--- src/rtl/pipeline_sequencer_pkg.sv ---
// Shared definitions for the pipeline run-control sequencer.
package pipeline_sequencer_pkg;

    localparam logic [1:0] OP_MOV  = 2'b00;
    localparam logic [1:0] OP_ADDI = 2'b01;
    localparam logic [1:0] OP_NOP  = 2'b10;
    localparam logic [1:0] OP_JMP  = 2'b11;

    localparam logic [1:0] FWD_RF = 2'b00;
    localparam logic [1:0] FWD_EX = 2'b01;
    localparam logic [1:0] FWD_WB = 2'b10;

    typedef enum logic [2:0] {
        StIdle,
        StFill,
        StRun,
        StFlush,
        StDrain
    } state_e;

    // mov and addi are the only opcodes that read rs and write rd
    function automatic logic op_is_alu(input logic [1:0] op);
        return (op == OP_MOV) || (op == OP_ADDI);
    endfunction

endpackage

--- src/rtl/pipeline_sequencer_hazard_scoreboard.sv ---
// EX/WB slot tracking and operand-forwarding select for the instruction in ID.
module hazard_scoreboard
    import pipeline_sequencer_pkg::*;
#(
    parameter int unsigned REG_AW = 2
) (
    input  logic              clk,
    input  logic              rst_n,
    input  logic              i_advance,
    input  logic              i_clear,
    input  logic              i_id_valid,
    input  logic              i_id_fwd,
    input  logic              i_id_wr,
    input  logic [REG_AW-1:0] i_id_rs,
    input  logic [REG_AW-1:0] i_id_rd,
    output logic              o_ex_valid,
    output logic              o_wb_valid,
    output logic [1:0]        o_fwd_sel
);

    logic              r_ex_valid;
    logic              r_ex_wr;
    logic [REG_AW-1:0] r_ex_rd;
    logic              r_wb_valid;
    logic              r_wb_wr;
    logic [REG_AW-1:0] r_wb_rd;

    // Shift ID -> EX -> WB on advancing cycles; clear wipes both slots
    always_ff @(posedge clk or negedge rst_n) begin
        if (!rst_n) begin
            r_ex_valid <= 1'b0;
            r_ex_wr    <= 1'b0;
            r_ex_rd    <= '0;
            r_wb_valid <= 1'b0;
            r_wb_wr    <= 1'b0;
            r_wb_rd    <= '0;
        end else if (i_clear) begin
            r_ex_valid <= 1'b0;
            r_ex_wr    <= 1'b0;
            r_wb_valid <= 1'b0;
            r_wb_wr    <= 1'b0;
        end else if (i_advance) begin
            r_ex_valid <= i_id_valid;
            r_ex_wr    <= i_id_valid & i_id_wr;
            r_ex_rd    <= i_id_rd;
            r_wb_valid <= r_ex_valid;
            r_wb_wr    <= r_ex_wr;
            r_wb_rd    <= r_ex_rd;
        end
    end

    // Youngest matching writer wins: EX before WB
    always_comb begin
        o_fwd_sel = FWD_RF;
        if (i_id_fwd) begin
            if (r_ex_valid && r_ex_wr && (i_id_rs == r_ex_rd)) begin
                o_fwd_sel = FWD_EX;
            end else if (r_wb_valid && r_wb_wr && (i_id_rs == r_wb_rd)) begin
                o_fwd_sel = FWD_WB;
            end
        end
    end

    assign o_ex_valid = r_ex_valid;
    assign o_wb_valid = r_wb_valid;

endmodule

--- src/rtl/pipeline_sequencer.sv ---
// Run-control FSM: start/stop/drain, PC and IF/ID enables, retired counter.
module pipeline_sequencer
    import pipeline_sequencer_pkg::*;
#(
    parameter int unsigned REG_AW = 2,
    parameter int unsigned CNT_W  = 16
) (
    input  logic              clk,
    input  logic              rst_n,
    input  logic              start,
    input  logic              stop,
    input  logic              hold,
    input  logic [1:0]        id_opcode,
    input  logic [REG_AW-1:0] id_rs,
    input  logic [REG_AW-1:0] id_rd,
    output logic              pc_en,
    output logic              pc_src,
    output logic              ifid_en,
    output logic              ifid_flush,
    output logic [1:0]        fwd_sel,
    output logic              running,
    output logic [CNT_W-1:0]  retired
);

    state_e           r_state;
    state_e           w_state_d;
    logic             r_stop_pend;
    logic             w_stop_pend_d;
    logic [CNT_W-1:0] r_retired;

    logic w_id_valid;
    logic w_stop_req;
    logic w_is_jmp;
    logic w_advance;
    logic w_discard;
    logic w_ex_valid;
    logic w_wb_valid;

    // ID holds a real instruction only in RUN; FILL and FLUSH carry bubbles
    always_comb begin
        w_id_valid = (r_state == StRun);
        w_stop_req = r_stop_pend | stop;
        w_is_jmp   = w_id_valid & (id_opcode == OP_JMP);
        w_advance  = !hold && (r_state != StIdle);
        // A jump caught by a stop is dropped rather than advanced
        w_discard  = w_stop_req & w_is_jmp;
        running    = (r_state == StFill) || (r_state == StRun) || (r_state == StFlush);
    end

    // Next state and pipeline enables; hold suppresses every enable
    always_comb begin
        w_state_d  = r_state;
        pc_en      = 1'b0;
        pc_src     = 1'b0;
        ifid_en    = 1'b0;
        ifid_flush = 1'b0;
        unique case (r_state)
            StIdle: begin
                if (start) w_state_d = StFill;
            end
            StFill: begin
                if (!hold) begin
                    pc_en     = 1'b1;
                    ifid_en   = 1'b1;
                    w_state_d = StRun;
                end
            end
            StRun: begin
                if (!hold) begin
                    ifid_en = 1'b1;
                    if (w_stop_req) begin
                        ifid_flush = 1'b1;
                        w_state_d  = StDrain;
                    end else if (w_is_jmp) begin
                        pc_en      = 1'b1;
                        pc_src     = 1'b1;
                        ifid_flush = 1'b1;
                        w_state_d  = StFlush;
                    end else begin
                        pc_en = 1'b1;
                    end
                end
            end
            StFlush: begin
                if (!hold) begin
                    pc_en     = 1'b1;
                    ifid_en   = 1'b1;
                    w_state_d = StRun;
                end
            end
            StDrain: begin
                if (!hold && !w_ex_valid) w_state_d = StIdle;
            end
            default: w_state_d = StIdle;
        endcase
    end

    // Sticky stop request: consumed when RUN acts on it, ignored outside a run
    always_comb begin
        w_stop_pend_d = r_stop_pend | stop;
        if ((r_state == StIdle) || (r_state == StDrain)) begin
            w_stop_pend_d = 1'b0;
        end else if ((r_state == StRun) && !hold && w_stop_req) begin
            w_stop_pend_d = 1'b0;
        end
    end

    // State and stop-flag registers
    always_ff @(posedge clk or negedge rst_n) begin
        if (!rst_n) begin
            r_state     <= StIdle;
            r_stop_pend <= 1'b0;
        end else begin
            r_state     <= w_state_d;
            r_stop_pend <= w_stop_pend_d;
        end
    end

    // Count instructions leaving WB; restart from zero on each start
    always_ff @(posedge clk or negedge rst_n) begin
        if (!rst_n) begin
            r_retired <= '0;
        end else if (r_state == StIdle) begin
            if (start) r_retired <= '0;
        end else if (w_advance && w_wb_valid) begin
            r_retired <= r_retired + CNT_W'(1);
        end
    end

    assign retired = r_retired;

    hazard_scoreboard #(
        .REG_AW (REG_AW)
    ) u_scoreboard (
        .clk        (clk),
        .rst_n      (rst_n),
        .i_advance  (w_advance),
        .i_clear    (r_state == StIdle),
        .i_id_valid (w_id_valid & !w_discard),
        .i_id_fwd   (w_id_valid & op_is_alu(id_opcode)),
        .i_id_wr    (op_is_alu(id_opcode)),
        .i_id_rs    (id_rs),
        .i_id_rd    (id_rd),
        .o_ex_valid (w_ex_valid),
        .o_wb_valid (w_wb_valid),
        .o_fwd_sel  (fwd_sel)
    );

endmodule

--- config.mk ---
export PLATFORM = sky130hd
export DESIGN_NAME = pipeline_sequencer
export DESIGN_NICKNAME = d
export VERILOG_FILES = /design/src/rtl/pipeline_sequencer_pkg.sv /design/src/rtl/pipeline_sequencer_hazard_scoreboard.sv /design/src/rtl/pipeline_sequencer.sv
export SDC_FILE = /design/constraint.sdc
export NUM_CORES = 1
export LEC_CHECK = 0
export ABC_AREA = 0
export CORE_MARGIN = 4
export CORE_UTILIZATION = 62
export CTS_BUF_LIST = sky130_fd_sc_hd__clkbuf_4 sky130_fd_sc_hd__clkbuf_8
export CTS_CLUSTER_DIAMETER = 80
export DETAILED_ROUTE_END_ITERATION = 12
export DONT_BUFFER_PORTS = 1
export GPL_TIMING_DRIVEN = 0
export HOLD_SLACK_MARGIN = 0.06
export PLACE_DENSITY = 0.78
export REMOVE_ABC_BUFFERS = 1
export SYNTH_ARGS = -nofsm -noshare
export SYNTH_HDL_FRONTEND = slang
export SYNTH_SLANG_ARGS = --single-unit
--- constraint.sdc ---
create_clock -name clk -period 2.4 [get_ports clk]
set_input_delay 0 -clock clk [delete_from_list [all_inputs] [get_ports clk]]
set_output_delay 0 -clock clk [all_outputs]
set_load 0.02 [all_outputs]
# == Word level (Yosys, flattened, before mapping) ==
# Cells that the tools add are included.
# word_totals
out_inout_bits,23
regBits,28
latchBits,0
memories,0
input_bits,11
word_cells,91
romBits,0
ram_bits,0
# classes
n_reduce_logical,26
mux,35
add_sub_neg,1
n_shift,0
div_mod_pow,0
magnitude_cmp,0
n_mul,0
n_eq_ne,13
n_bitwise,7
# op_table
op,count
2-to-1 mux 16 bit,3
2-to-1 mux 1 bit,21
2-to-1 mux 3 bit,6
adder 16 x 1 -> 16 bit (second input constant),1
case mux 3 bit (4 select lines),1
logical AND 1 bit,9
!= test 2 bit (second input constant),4
== test 3 x 2 -> 1 bit (second input constant),2
2-to-1 mux 2 bit,3
bitwise AND 1 bit,5
AND reduction 5 bit,1
== test 2 bit,2
logical OR 1 bit,4
AND reduction 2 bit,2
nonzero test 2 bit,2
== test 3 x 1 -> 1 bit (second input constant),1
== test 3 bit (second input constant),1
logical NOT 1 bit,3
logical NOT 3 bit,1
!= test 3 x 1 -> 1 bit (second input constant),1
nonzero test 3 bit,1
OR reduction 3 bit,1
== test 2 x 1 -> 1 bit (second input constant),1
== test 2 bit (second input constant),1
5 further kinds,5

# == Depth between registers and ports, before layout ==
# Gate-level depths: netlist (run 1).
# depth
depth_word,8
ltp_mapped,6
depth_no_buf,5

# == Cells and area by module ==
# A second synthesis (run 1) with hierarchy kept.
# hier_totals
cells_unflattened,161
area_unflattened_um2,1541.5
# by_module_without_submodules
mod,seq_area_each_um2,instances,area_per_inst_um2,cells_per_inst
pipeline_sequencer,500.5,1,1137.3,129
hazard_scoreboard,200.2,1,404.1,32

# == Worst setup path before layout (run 1) ==
# OpenSTA, ideal clock, no wires.
# synth_path
path_kind,reg-to-reg
start,reg r_state[1]
end,reg r_retired[10] (netlist: retired[10])
setup_slack_ps,586
period_less_slack_ps,1814
stages_incl_launch_ff,6
path_buffers,1
setup_ps,77
arrival_time_ps,1736
required_ps,2323
path_cell_list,dfrtp_1 -> or3_4 -> mux2i_2 -> buf_4 -> or4b_1 -> a21oi_1
# synth_between
elab_chain_len,5
elab_cells_between_ends,8
cone_classes,eq/ne: 1; mux: 1; reduce/logical: 6
# synth_rtl
item,line_no,text
from (decl),pipeline_sequencer.sv:25,state_e r_state;
from (signal assigned),pipeline_sequencer.sv:111,r_state <= StIdle;
from (signal assigned),pipeline_sequencer.sv:114,r_state <= w_state_d;
nonzero test 3 bit,pipeline_sequencer.sv:44,w_advance = !hold && (r_state != StIdle);
logical AND 1 bit,pipeline_sequencer.sv:44,
logical AND 1 bit,pipeline_sequencer.sv:125,end else if (w_advance && w_wb_valid) begin
nonzero test 2 bit (no source line),-,
AND reduction 2 bit (no source line),-,
to (signal assigned),pipeline_sequencer.sv:126,r_retired <= r_retired + CNT_W'(1);
to (decl),pipeline_sequencer.sv:29,logic [CNT_W-1:0] r_retired;
# Parallel ways exist; a longest one is shown, timed or not.
# A chain may end at the register's enable or synchronous reset.

# == Worst setup path in the final report (run 1) ==
# layout_path
start,reg r_state[2]
end,out fwd_sel[1]
# layout_between
elab_chain_len,3
# layout_rtl
item,line_no,text
== test 3 x 2 -> 1 bit,pipeline_sequencer.sv:41,w_id_valid = (r_state == StRun);
bitwise AND 1 bit,pipeline_sequencer.sv:140,".i_id_fwd (w_id_valid & op_is_alu(id_opcode)),"
2-to-1 mux 2 bit,pipeline_sequencer_hazard_scoreboard.sv:55,if (i_id_fwd) begin
to (decl),pipeline_sequencer.sv:20,"output logic [1:0] fwd_sel,"
# No other way between the ends.

==> results of run 1 <==
-- worst paths after layout --
path | endpoint | slack, ns | startpoint
worst max-delay path | fwd_sel[1] | 0.21 | r_state[2]
worst min-delay path | retired[10] | 0.08 | rst_n
worst max register to register | retired[10] | 0.26 | r_state[1]
worst min register to register | u_scoreboard.r_wb_wr | 0.55 | u_scoreboard.r_wb_wr
max in group asynchronous | u_scoreboard.r_wb_wr | 2.16 | rst_n
min in group clk | ifid_en | 0.09 | hold
-- what timing repair did --
action,CTS,global route
resized for setup,0,1
hold buffers,9,1
endpoints found under the hold margin,44,1
endpoints found under the setup margin,0,11
-- sequential cells by signal (all words and copies together) (netlist names) --
signal / flops
r_state: 3
r_stop_pend: 1
retired: 16
u_scoreboard.o_ex_valid: 1
u_scoreboard.o_wb_valid: 1
u_scoreboard.r_ex_rd: 2
u_scoreboard.r_ex_wr: 1
u_scoreboard.r_wb_rd: 2
u_scoreboard.r_wb_wr: 1
-- cells by family after synthesis --
kind of cell	synth area share, %
xor gates and xnor gates	3.96
and+or+nand+nor	27.1
adders and majority gates	0.808
DFF	45.3
AOI/OAI and AO/OA	14.8
muxes	5.09
buffers and inverters	2.99
-- Yosys cell counts, types with 3 or more instances --
cell       n  area share (%)
xnor2_1    6             3.4
or4_1      5             2.4
nand2_1   13             3.2
a21oi_1   17             5.5
nand3_1    9             2.9
dfrtp_1   28              45
nor3_1     6             1.9
nor2_1    13             3.2
clkbuf_1   3            0.73
o31ai_1    7             3.4
mux2_2     4             2.9
or3_1      4             1.6
nand4_1    3             1.2
o21ai_1    4             1.3
nor4_1     3             1.2
and4_1     4             2.3
-- layout by cell type, fill, tap and decap left out, types with 2 or more instances in the layout --
cell and n:
nand3_1 9, dlygate4sd3_1 9, or4_1 5, dfrtp_1 28, or3_1 4, o21ai_1 4, and4_1 4, clkbuf_4 3
nand4_1 3, and3_1 2, a32o_1 2, inv_1 2, a21oi_1 17, nand2b_1 2, mux2_2 4, nand2_1 13
nor2b_1 2, mux2i_1 2, nor4_1 3, nor3_1 6, xnor2_1 6, o31ai_1 7, o21ai_0 2, nor2_1 13
-- per-stage QoR --
stage	instance area, µm²	hold slack [ns]	utilization [%]	worst slack [ns]
final	1700	0.0803	74.0	0.209
after global routing	1700	0.0857	74.0	0.0240
after CTS	1680	0.0811	73.1	0.127
after detailed placement	1540	-0.295	67.2	0.149
after global placement	1540	-0.295	67.2	0.249
after floorplan	1510	-0.296	-	0.481
-- power groups by stage --
stage               logic (mW)  registers, mW  clock network, mW
finish                   0.555          0.790              0.229
global route             0.628          0.818              0.250
CTS                      0.539          0.788              0.234
detailed placement       0.504          0.799                  0
global placement         0.489          0.787                  0
floorplan                0.429          0.751                  0
-- routing by layer --
metal  wire [µm]  up-vias  global-route usage [%]
met5           0        -                       0
met4          52        0                    8.61
met3         260        7                    3.79
met2        1720       54                    38.1
met1        1380      647                    27.5
li1            -      628                       -
-- cell type report --
class | count | area (µm²) | area share (%)
multi-input cells | 126 | 810 | 47.6
repair buffers | 10 | 110 | 6.48
clock buffers | 4 | 36.3 | 2.14
well taps | 28 | 35.0 | 2.06
inverters | 2 | 7.51 | 0.442
flip-flops and latches | 28 | 701 | 41.2
==> results.toml, run 1 <==
[floorplan]
die_w_um = 58.0
pin_count = 34
num_rows = 17
core_um2 = 2300
die_area_um2 = 3360
start_util_pct = 67.4
die_h_um = 58.0

[detailed_routing]
antenna_left = 0
drt_iter0_drc = 39
vias = 1336
routed_via_density = 6.75
wl_um = 3410
wl_per_cell_um = 17.2
drc = 0
firstDrtPassIters = 5

[critical_path]
path_depth = 3
worst_setup_path_start_kind = "flip-flop"
critPathBufInv = 0
path_class = "reg2out"
worst-path-max-fanout = 14
crit_arrival_ns = 2.19
crit_slowest_cell = "nor4b_1"
crit_chain = "nor2_1 -> nand2_1 -> nor4b_1"
crit_family = "simple AND/OR/NAND/NOR gates"
rr_worst_depth = 4
slowest_delay_ns = 0.83
cp.required_ns = 2.40
end_kind = "output pin"

[yosys]
synth_edf_count = 0
yosysUniqueCellTypes = 43
synth_cells = 163
synth_seq_cells = 28
ys_seq_area_share_pct = 45.3
netlist_area_um2 = 1550
ys.flop_type = "dfrtp_1"
ys_warn_count = 0
syn_avg_cell_area_um2 = 9.50
ys_async_sr_fraction_pct = 100

[power_and_ir_drop]
leakage_nw = 0.659
totalPowerFinal_mw = 1.57
p_per_area_nw_per_um2 = 927
pwr-share-comb_pct = 35.3
power.switching_mw = 0.663
p_int_mw = 0.911
power_frac_clock_pct = 14.6
ir_drop_uv = 756
swShare_pct = 42.1
seqPwrFrac_pct = 50.2

[cells_and_area]
n_fill_cell = 182
area_delta_synth_final_pct = 9.78
fin_cells = 198
final_net_count = 183
diodes = 0
final_layout_size_suffix_gt1_share_pct = 7.06

[sta]
max_slew_margin_pct = 36.7
hold_viol_final = 0
fin_tns_setup_ns = 0
drv_slew = 0
finalSetupViolCount = 0
skew_ns = 0.0109
layout_min_cycle_time_ns = 2.19
fmax_mhz = 456
rsz0062_at_grt = "false"
min_period_over_period_pct = 91.3
tightestPinTransition_ns = 0.936

[global_route]
grt_usage_pct = 22.1
grt_pass1_vias = 1345
antenna_found_initial = 0
overflow = 0
grt_pass1_wl_um = 5990
grt_max_degree = 29

[place]
gp_congestion = 0.863
port_buffers = 0
dp_cells = 184
hpwl_um = 2340

[cts]
cts_tree = "built"
post-cts-setup-buffer-count = 0
h-tree-depth = 1
clock-sinks = 28
path_clk_slew_ns = 0.15
cts_made_buffers = 3
clockBufferDepth = 2
cts_root_buf = "clkbuf_4"
clkLatencyLatePin_ns = 0.33

[run_status]
status = "completed"

[flow_run]
max_cap_violations = 0

[hold_path]
hold_path_class = "in2async"
(Power assumes the default switching activity.)
==> run 2, diff against run 1 <==
- CORE_UTILIZATION: 62 -> 30
- PLACE_DENSITY: 0.78 -> 0.44
==> results.toml, run 2 (same netlist as run 1, synthesis figures left out) <==
[run_status]
status = "completed"

[hold_path]
holdPathStages = 2
hold_path_class = "in2reg"
min-delay-start = "hold"
min_to = "u_scoreboard.r_ex_rd[0]"

[critical_path]
cp.required_ns = 2.40
r2r-end = "retired[12]"
reg2reg_slack_ns = 0.32
rr_worst_depth = 4
worst-path-max-fanout = 14
slowest_delay_ns = 0.86
crit_chain = "nor2_1 -> nand2_1 -> nor4b_1"
crit_arrival_ns = 2.16
end_kind = "output pin"
r2r-start = "r_state[1]"
crit_slowest_cell = "nor4b_1"
path_class = "reg2out"
worst_setup_path_start_kind = "flip-flop"

[place]
pre_cts_slack_ns = 0.107
port_buffers = 0
hpwl_um = 2680
gp_congestion = 0.799
dp_cells = 223

[sta]
hold_slack_ns = 0.0709
skew_ns = 0.00394
finalSetupViolCount = 0
max_slew_margin_pct = 34.2
tightestPinTransition_ns = 0.973
layout_min_cycle_time_ns = 2.16
drv_slew = 0
fin_tns_setup_ns = 0
hold_viol_final = 0
min_period_over_period_pct = 90.0
fmax_mhz = 463
layout_setup_ws_ns = 0.240
rsz0062_at_grt = "false"

[detailed_routing]
antenna_left = 0
vias = 1316
drc = 0
firstDrtPassIters = 4
wl_um = 3880
wl_per_cell_um = 16.4
routed_via_density = 5.58
drt_iter0_drc = 61

[global_route]
overflow = 0
grt_pass1_vias = 1357
grt_max_degree = 29
grt_usage_pct = 13.2
antenna_found_initial = 0
grt_pass1_wl_um = 6690

[power_and_ir_drop]
totalPowerFinal_mw = 1.65
p_per_area_nw_per_um2 = 941
leakage_nw = 0.663
ir_drop_uv = 515

[cts]
h-tree-depth = 1
cts_root_buf = "clkbuf_8"
cts_made_buffers = 3
clockBufferDepth = 2
cts_tree = "built"
path_clk_slew_ns = 0.10
clock-sinks = 28
clkLatencyLatePin_ns = 0.28
post-cts-setup-buffer-count = 0

[floorplan]
start_util_pct = 31.9
pin_count = 34
die_h_um = 79.8
core_um2 = 4850
die_area_um2 = 6370
num_rows = 25
die_w_um = 79.8

[cells_and_area]
layout_commonest_cell = "dfrtp_1"
fin_cells = 236
final_net_count = 182
largest_reg_flops = 16
diodes = 0
final_layout_size_suffix_gt1_share_pct = 7.10
area_delta_synth_final_pct = 13.5
mostFrequentLayoutCells = "28 x dfrtp_1, 17 x a21oi_1, 13 x nor2_1, 13 x nand2_1, 9 x nand3_1"

[flow_run]
max_cap_violations = 0
==> run 2: changes by cell type in the layout (fill, tap and decap cells not counted), sizes merged <==
cell,previous run,this run
dlygate4sd3,9,8
==> run 2: worst max path at each step <==
stage,to,cells past startpoint,startpoint,slack [ns]
after floorplan,retired[13],4,r_state[1],0.48
after global placement,retired[8],4,r_state[1],0.20
after detailed placement,retired[8],4,r_state[1],0.11
after CTS,retired[8],4,r_state[0],0.1
after global routing,fwd_sel[1],3,r_state[2],0.1
final,fwd_sel[1],3,r_state[2],0.24
==> run 2: metrics by stage <==
| stage | utilization [%] | cell area, µm² |
|---|---|---|
| after floorplan | - | 1510 |
| after global routing | 36.2 | 1760 |
| after detailed placement | 32.9 | 1590 |
| final | 36.2 | 1760 |
| after global placement | 32.9 | 1590 |
| after CTS | 36.1 | 1750 |
==> run 2: what timing repair did <==
action | 4_1_cts | 5_1_grt
endpoints found under the hold margin | 40 | 0
setup endpoints to repair | 0 | 11
hold buffers | 9 | 0
resized for setup | 0 | 1
==> run 2: report_power, final <==
group	internal (mW)	switching, mW
clock network	0.147	0.154
logic	0.232	0.324
registers	0.585	0.211
total	0.964	0.689
==> run 2: worst max-delay path, delay by kind of cell (launching register included) <==
kind	cells	cell delay (ns)
simple gates	3	1.32
flops	1	0.56
==> run 2: layout make-up <==
cell class,instances,area [µm²]
Sequential cell,28,701
Clock buffer,4,55.1
Timing Repair Buffer,9,100
Fill cell,498,3090
Multi-Input combinational cell,126,810
Inverter,2,7.51
Tap cell,67,83.8
==> run 2: layer usage <==
layer	routed length (µm)	vias up	share of wire [%]	track usage, %
met5	0	-	0	0
met4	38	0	0.98	3.04
met3	223	4	5.7	3.95
met2	1860	30	48	22.3
met1	1760	651	45	16.6
li1	-	631	-	-
